**src/rtl/fc_layer_sequencer_if.sv**
```systemverilog
// Signal bundle between fc_layer_sequencer and its environment: the start and
// input-vector capture, the weight-ROM/MAC datapath controls, and the result stream.
// The master modport is the sequencer side. The slave modport is the side that
// drives starts, returns MAC results and consumes outputs.
interface fc_layer_sequencer_if #(
  parameter int unsigned ADDR_W = 4
);
  logic                i_start;
  logic [159:0]        i_data;
  logic                o_busy;
  logic [ADDR_W-1:0]   o_w_addr;
  logic                o_w_load;
  logic [159:0]        o_fc_data;
  logic                o_fc_enable;
  logic [31:0]         i_fc_result;
  logic                o_out_valid;
  logic                i_out_ready;
  logic [31:0]         o_out_data;
  logic [ADDR_W-1:0]   o_out_idx;
  logic                o_done;

  modport master (
    input  i_start, i_data, i_fc_result, i_out_ready,
    output o_busy, o_w_addr, o_w_load, o_fc_data, o_fc_enable,
    output o_out_valid, o_out_data, o_out_idx, o_done
  );

  modport slave (
    output i_start, i_data, i_fc_result, i_out_ready,
    input  o_busy, o_w_addr, o_w_load, o_fc_data, o_fc_enable,
    input  o_out_valid, o_out_data, o_out_idx, o_done
  );
endinterface

```
**src/rtl/fc_layer_sequencer.sv**
```systemverilog
// Fully-connected layer sequencer. It latches one 16x10-bit input vector and walks
// N_OUT neurons through the single-neuron MAC datapath. For each neuron it fetches
// the weight row, loads it, fires the MAC, waits MAC_LAT cycles and then streams the
// 32-bit result over a valid/ready port.
// Optional feature: define FC_SEQ_RELU_EN to clamp negative results to zero at capture.
module fc_layer_sequencer #(
  parameter int unsigned N_OUT   = 10,
  parameter int unsigned ADDR_W  = 4,
  parameter int unsigned MAC_LAT = 1
) (
  input logic                  i_clk,
  input logic                  i_reset,
  fc_layer_sequencer_if.master bus
);

  localparam logic [ADDR_W-1:0] LastIdx  = ADDR_W'(N_OUT - 1);
  localparam logic [2:0]        WaitInit = 3'(MAC_LAT);

  typedef enum logic [2:0] {
    StIdle,
    StFetch,
    StLoad,
    StCompute,
    StWait,
    StEmit,
    StDone
  } state_e;

  state_e            state_q;
  logic [ADDR_W-1:0] cnt_q;
  logic [2:0]        wait_q;
  logic [31:0]       result_cap;

  // Value captured from the datapath in the final WAIT cycle.
  always_comb begin
    result_cap = bus.i_fc_result;
`ifdef FC_SEQ_RELU_EN
    if (bus.i_fc_result[31]) result_cap = '0;
`endif
  end

  // Sequencer FSM. Every output is registered here, so pulses line up with the
  // state that owns them.
  always_ff @(posedge i_clk) begin
    if (i_reset) begin
      state_q         <= StIdle;
      cnt_q           <= '0;
      wait_q          <= '0;
      bus.o_busy      <= 1'b0;
      bus.o_w_addr    <= '0;
      bus.o_w_load    <= 1'b0;
      bus.o_fc_data   <= '0;
      bus.o_fc_enable <= 1'b0;
      bus.o_out_valid <= 1'b0;
      bus.o_out_data  <= '0;
      bus.o_out_idx   <= '0;
      bus.o_done      <= 1'b0;
    end else begin
      bus.o_w_load    <= 1'b0;
      bus.o_fc_enable <= 1'b0;
      bus.o_done      <= 1'b0;
      unique case (state_q)
        StIdle: begin
          if (bus.i_start) begin
            bus.o_fc_data <= bus.i_data;
            cnt_q         <= '0;
            bus.o_w_addr  <= '0;
            bus.o_busy    <= 1'b1;
            state_q       <= StFetch;
          end
        end
        // ROM row addressed this cycle; its data is valid during LOAD.
        StFetch: begin
          bus.o_w_load <= 1'b1;
          state_q      <= StLoad;
        end
        StLoad: begin
          bus.o_fc_enable <= 1'b1;
          state_q         <= StCompute;
        end
        StCompute: begin
          wait_q  <= WaitInit;
          state_q <= StWait;
        end
        StWait: begin
          if (wait_q == 3'd1) begin
            bus.o_out_data  <= result_cap;
            bus.o_out_idx   <= cnt_q;
            bus.o_out_valid <= 1'b1;
            state_q         <= StEmit;
          end else begin
            wait_q <= wait_q - 3'd1;
          end
        end
        // Result and index are held until the consumer takes them.
        StEmit: begin
          if (bus.i_out_ready) begin
            bus.o_out_valid <= 1'b0;
            if (cnt_q == LastIdx) begin
              bus.o_done <= 1'b1;
              state_q    <= StDone;
            end else begin
              cnt_q        <= cnt_q + ADDR_W'(1);
              bus.o_w_addr <= cnt_q + ADDR_W'(1);
              state_q      <= StFetch;
            end
          end
        end
        StDone: begin
          bus.o_busy <= 1'b0;
          state_q    <= StIdle;
        end
        default: state_q <= StIdle;
      endcase
    end
  end

endmodule
```
**src/flat_wrapper.sv**
```systemverilog
// flat-port wrapper written by rule: the top's interface ports become plain ports
module fc_layer_sequencer_flat 
#(
  parameter int unsigned N_OUT   = 10,
  parameter int unsigned ADDR_W  = 4,
  parameter int unsigned MAC_LAT = 1
)
  (i_clk, i_reset, bus_i_start, bus_i_data, bus_i_fc_result, bus_i_out_ready, bus_o_busy, bus_o_w_addr, bus_o_w_load, bus_o_fc_data, bus_o_fc_enable, bus_o_out_valid, bus_o_out_data, bus_o_out_idx, bus_o_done);
  fc_layer_sequencer_if #(.ADDR_W(ADDR_W)) bus_i ();
  input logic i_clk;
  input logic i_reset;
  input wire logic [$bits(bus_i.i_start)-1:0] bus_i_start;
  input wire logic [$bits(bus_i.i_data)-1:0] bus_i_data;
  input wire logic [$bits(bus_i.i_fc_result)-1:0] bus_i_fc_result;
  input wire logic [$bits(bus_i.i_out_ready)-1:0] bus_i_out_ready;
  output wire logic [$bits(bus_i.o_busy)-1:0] bus_o_busy;
  output wire logic [$bits(bus_i.o_w_addr)-1:0] bus_o_w_addr;
  output wire logic [$bits(bus_i.o_w_load)-1:0] bus_o_w_load;
  output wire logic [$bits(bus_i.o_fc_data)-1:0] bus_o_fc_data;
  output wire logic [$bits(bus_i.o_fc_enable)-1:0] bus_o_fc_enable;
  output wire logic [$bits(bus_i.o_out_valid)-1:0] bus_o_out_valid;
  output wire logic [$bits(bus_i.o_out_data)-1:0] bus_o_out_data;
  output wire logic [$bits(bus_i.o_out_idx)-1:0] bus_o_out_idx;
  output wire logic [$bits(bus_i.o_done)-1:0] bus_o_done;
  assign bus_i.i_start = bus_i_start;
  assign bus_i.i_data = bus_i_data;
  assign bus_i.i_fc_result = bus_i_fc_result;
  assign bus_i.i_out_ready = bus_i_out_ready;
  assign bus_o_busy = bus_i.o_busy;
  assign bus_o_w_addr = bus_i.o_w_addr;
  assign bus_o_w_load = bus_i.o_w_load;
  assign bus_o_fc_data = bus_i.o_fc_data;
  assign bus_o_fc_enable = bus_i.o_fc_enable;
  assign bus_o_out_valid = bus_i.o_out_valid;
  assign bus_o_out_data = bus_i.o_out_data;
  assign bus_o_out_idx = bus_i.o_out_idx;
  assign bus_o_done = bus_i.o_done;
  fc_layer_sequencer #(.N_OUT(N_OUT), .ADDR_W(ADDR_W), .MAC_LAT(MAC_LAT)) u_core (.i_clk(i_clk), .i_reset(i_reset), .bus(bus_i));
endmodule
```
**config.mk**
```make
export PLATFORM = sky130hd
export DESIGN_NAME = fc_layer_sequencer_flat
export DESIGN_NICKNAME = d
export VERILOG_FILES = /design/src/rtl/fc_layer_sequencer_if.sv /design/src/rtl/fc_layer_sequencer.sv /design/src/flat_wrapper.sv
export SDC_FILE = /design/constraint.sdc
export NUM_CORES = 1
export LEC_CHECK = 0
export ABC_AREA = 1
export CORE_AREA = 2 2 154 156
export DETAILED_ROUTE_END_ITERATION = 16
export DIE_AREA = 0 0 156 158
export MAX_ROUTING_LAYER = met4
export PLACE_DENSITY = 0.72
export SLEW_MARGIN = 20
export SYNTH_ARGS = -nofsm -noshare
export SYNTH_HDL_FRONTEND = slang
export SYNTH_SLANG_ARGS = --single-unit
```
**constraint.sdc**
```tcl
create_clock -name i_clk -period 1.4 [get_ports i_clk]
set_clock_uncertainty 0.1 [all_clocks]
set_input_delay 0.28 -clock i_clk [delete_from_list [all_inputs] [get_ports i_clk]]
set_output_delay 0.28 -clock i_clk [all_outputs]
set_load 0.005 [all_outputs]
```
==> impl_metrics.env <==
export IMPL_power_frac_seq=0.383
export IMPL_ys_types=29
export IMPL_hold_viol=0
export IMPL_place_hpwl_um=17800
export IMPL_grt_max_degree=49
export IMPL_antenna_left=0
export IMPL_fmax_mhz=646
export IMPL_worstPathArrival_ns=1.87
export IMPL_totalPowerFinal_w=0.0206
export IMPL_synth_top_flop_cell="dfxtp_1"
export IMPL_drc=0
export IMPL_n_fill_cell=2077
export IMPL_synth_fp_nets=1157
export IMPL_vias_per_cell=4.66
export IMPL_path_cells="inv_2, ha_4, inv_2, nor2_4, inv_2, buf_6, nand2_4, nand2_2, nor2_4, nand2_1, a21oi_2"
export IMPL_fin_area_um2=13300
export IMPL_synthTopCellsByArea="dfxtp_1 (55%), a21oi_1 (11%), o21ai_0 (11%)"
export IMPL_critPathCaptureType="register"
export IMPL_worst_slack_ns=-0.147
export IMPL_setup_tns_ns=-9.45
export IMPL_rsz0062_at_grt="true"
export IMPL_n_antenna_cell=0
export IMPL_cp_num_buf_inv=4
export IMPL_hold_class="input pin to register"
export IMPL_grt_pass1_vias=7325
export IMPL_yosysMostFrequentCell="dfxtp_1"
export IMPL_cts_root_buf="clkbuf_16"
export IMPL_drv_slew=0
export IMPL_antenna_found_initial=0
export IMPL_area_delta_synth_final_pct=73.4
export IMPL_ff2ff_path_depth=11
export IMPL_yosys_area_top_type="dfxtp_1"
export IMPL_start_kind="register"
export IMPL_cap_violations=0
export IMPL_place_inst=1631
export IMPL_wl_per_cell_um=15.8
export IMPL_cellPowerDensity_nw_per_um2=1540
export IMPL_num_vias=7948
export IMPL_cp_required_ns=1.72
export IMPL_whs_ns=0.247
export IMPL_ys_async_sr_fraction=0
export IMPL_netlist_area_um2=7680
export IMPL_yosysSeqAreaShare=0.550
export IMPL_cell_internal_pwr_w=0.0142
export IMPL_ir_worst_vdd_mv=0.938
export IMPL_clk_latency_ns=0.51
export IMPL_p_leak_nw=5.88
export IMPL_syn_inst=957
export IMPL_cp_slowest_stage_delay_ns=0.32
export IMPL_die_area_um2=24600
export IMPL_clk_pin_slew_ns=0.06
export IMPL_synth_common_cells="dfxtp_1 (211), inv_1 (173), a21oi_1 (172), o21ai_0 (163), nor2_1 (80)"
export IMPL_cts_tree="built"
export IMPL_crit_top_cell="inv_2"
export IMPL_crit_family="simple AND/OR/NAND/NOR gates"
export IMPL_die_w_um=156
export IMPL_yosys_area_top_type_share=0.550
export IMPL_swShare=0.309
export IMPL_gp_congestion=0.827
export IMPL_worst_setup_path_type="register to register"
export IMPL_start_util=0.333
export IMPL_postSynthAreaPerCell_um2=8.02
export IMPL_routed_wl_um=26900
export IMPL_synth_seq_cells=211
export IMPL_h_tree_depth=1
export IMPL_numCtsBuffers=24
export IMPL_place_area_um2=12300
export IMPL_io_buffer_count=400
export IMPL_pwr_share_clk=0.305
export IMPL_period_needed_ns=1.55
export IMPL_fin_nets=1599
export IMPL_synth_edf_count=0
export IMPL_cts_sinks=211
export IMPL_setup_violations=182
export IMPL_gr_total_overflow=0
export IMPL_p_switching_w=0.00634
export IMPL_ioPinCount=401
export IMPL_slowest_stage="dfxtp_2"
export IMPL_cp_depth=11
export IMPL_violations="setup timing"
export IMPL_drt_initial_drc_count=365
export IMPL_hold_depth=3
export IMPL_drive_above_1_share=0.459
export IMPL_dr_pass1_iters=4
export IMPL_outcome="complete, but fails checks"
export IMPL_cts_buffer_depth=3
export IMPL_coreArea_um2=23100
export IMPL_power_frac_comb=0.312
export IMPL_final_cells=1705
export IMPL_tightest_slew_ns=0.276
export IMPL_path_max_fanout=4
export IMPL_die_y_um=158
export IMPL_relSlewSlack=0.816
export IMPL_post_route_period_util=1.11
export IMPL_grt_usage=0.197
export IMPL_grt_pass1_wl_um=38000
export IMPL_yosys_warnings=0
export IMPL_rows=56
## what timing repair did
item / CTS / global route
buffers inserted: 18 / 8
gates cloned: 2 / 4
pin swaps: 7 / 15
gates resized for setup: 1106 / 185
setup endpoints to repair: 391 / 210
hold buffers: 0 / 0
## cells by family after synthesis
family          synth area share
compound gates             0.244
xor+xnor                 0.00114
fa+ha+maj                0.00652
buf+inv                    0.126
flops                      0.550
simple gates              0.0716
## routing by layer
layer  wire length, um  up-vias  GRT usage
met3              1860       57     0.0433
met4               736        0     0.0647
met5                 0        -          -
li1                  -     3957          -
met2             13600      281      0.342
met1             10700     3653      0.226
## worst min-delay path: cells and delay by family
| kind | cells | cell delay, ns |
|---|---|---|
| buf+inv | 1 | 0.39 |
| simple gates | 2 | 0.15 |
## layout by cell type, fill, tap and decap left out, drive strengths merged, types with 4 or more instances in the layout
cell	n
clkinv	4
inv	175
a21oi	172
nand2	25
o21ai	198
clkbuf	40
clkdlybuf4s50	195
nand3	12
buf	281
ha	4
nor2	84
dfxtp	211
## sequential cells by signal, indices dropped and copies added (netlist names)
| name | count |
|---|---|
| u_core.bus.o_out_valid | 1 |
| u_core.bus.o_out_data | 32 |
| u_core.bus.o_w_addr | 4 |
| u_core.state_q | 3 |
| u_core.bus.o_fc_enable | 1 |
| u_core.wait_q | 3 |
| u_core.bus.o_fc_data | 160 |
| u_core.bus.o_w_load | 1 |
| u_core.bus.o_busy | 1 |
| u_core.bus.o_done | 1 |
| u_core.bus.o_out_idx | 4 |
## metrics by stage
step	util	setup WS (ns)
after floorplan	-	0.0302
after global placement	0.533	-0.420
after detailed placement	0.533	-0.435
after CTS	0.549	-0.111
after global routing	0.577	-0.203
final	0.577	-0.147
## worst paths after layout
path	endpoint	slack, ns	start
setup / recovery	u_core.state_q[0]	-0.15	u_core.wait_q[1]
hold / removal	u_core.bus.o_out_data[18]	0.25	bus_i_fc_result[18]
setup reg to reg	u_core.state_q[0]	-0.15	u_core.wait_q[1]
hold reg to reg	u_core.bus.o_fc_data[53]	0.33	u_core.bus.o_fc_data[53]
## layout make-up
type / instances / area [um2] / area share
tap: 290 / 363 / 0.0273
inverter: 175 / 662 / 0.0497
sequential: 211 / 4440 / 0.334
multi-input combinational: 506 / 3070 / 0.231
timing repair buffer: 481 / 3980 / 0.299
clock buffer: 36 / 727 / 0.0546
clock inverter: 6 / 61.3 / 0.00461
## power groups by stage
stage	clock network (W)	logic, W	registers (W)
detailed placement	0	0.00603	0.00782
CTS	0.00640	0.00559	0.00785
floorplan	0	0.00220	0.00792
global placement	0	0.00593	0.00778
global route	0.00668	0.00698	0.00799
finish	0.00628	0.00641	0.00787
Power figures use the tool's default switching activity.
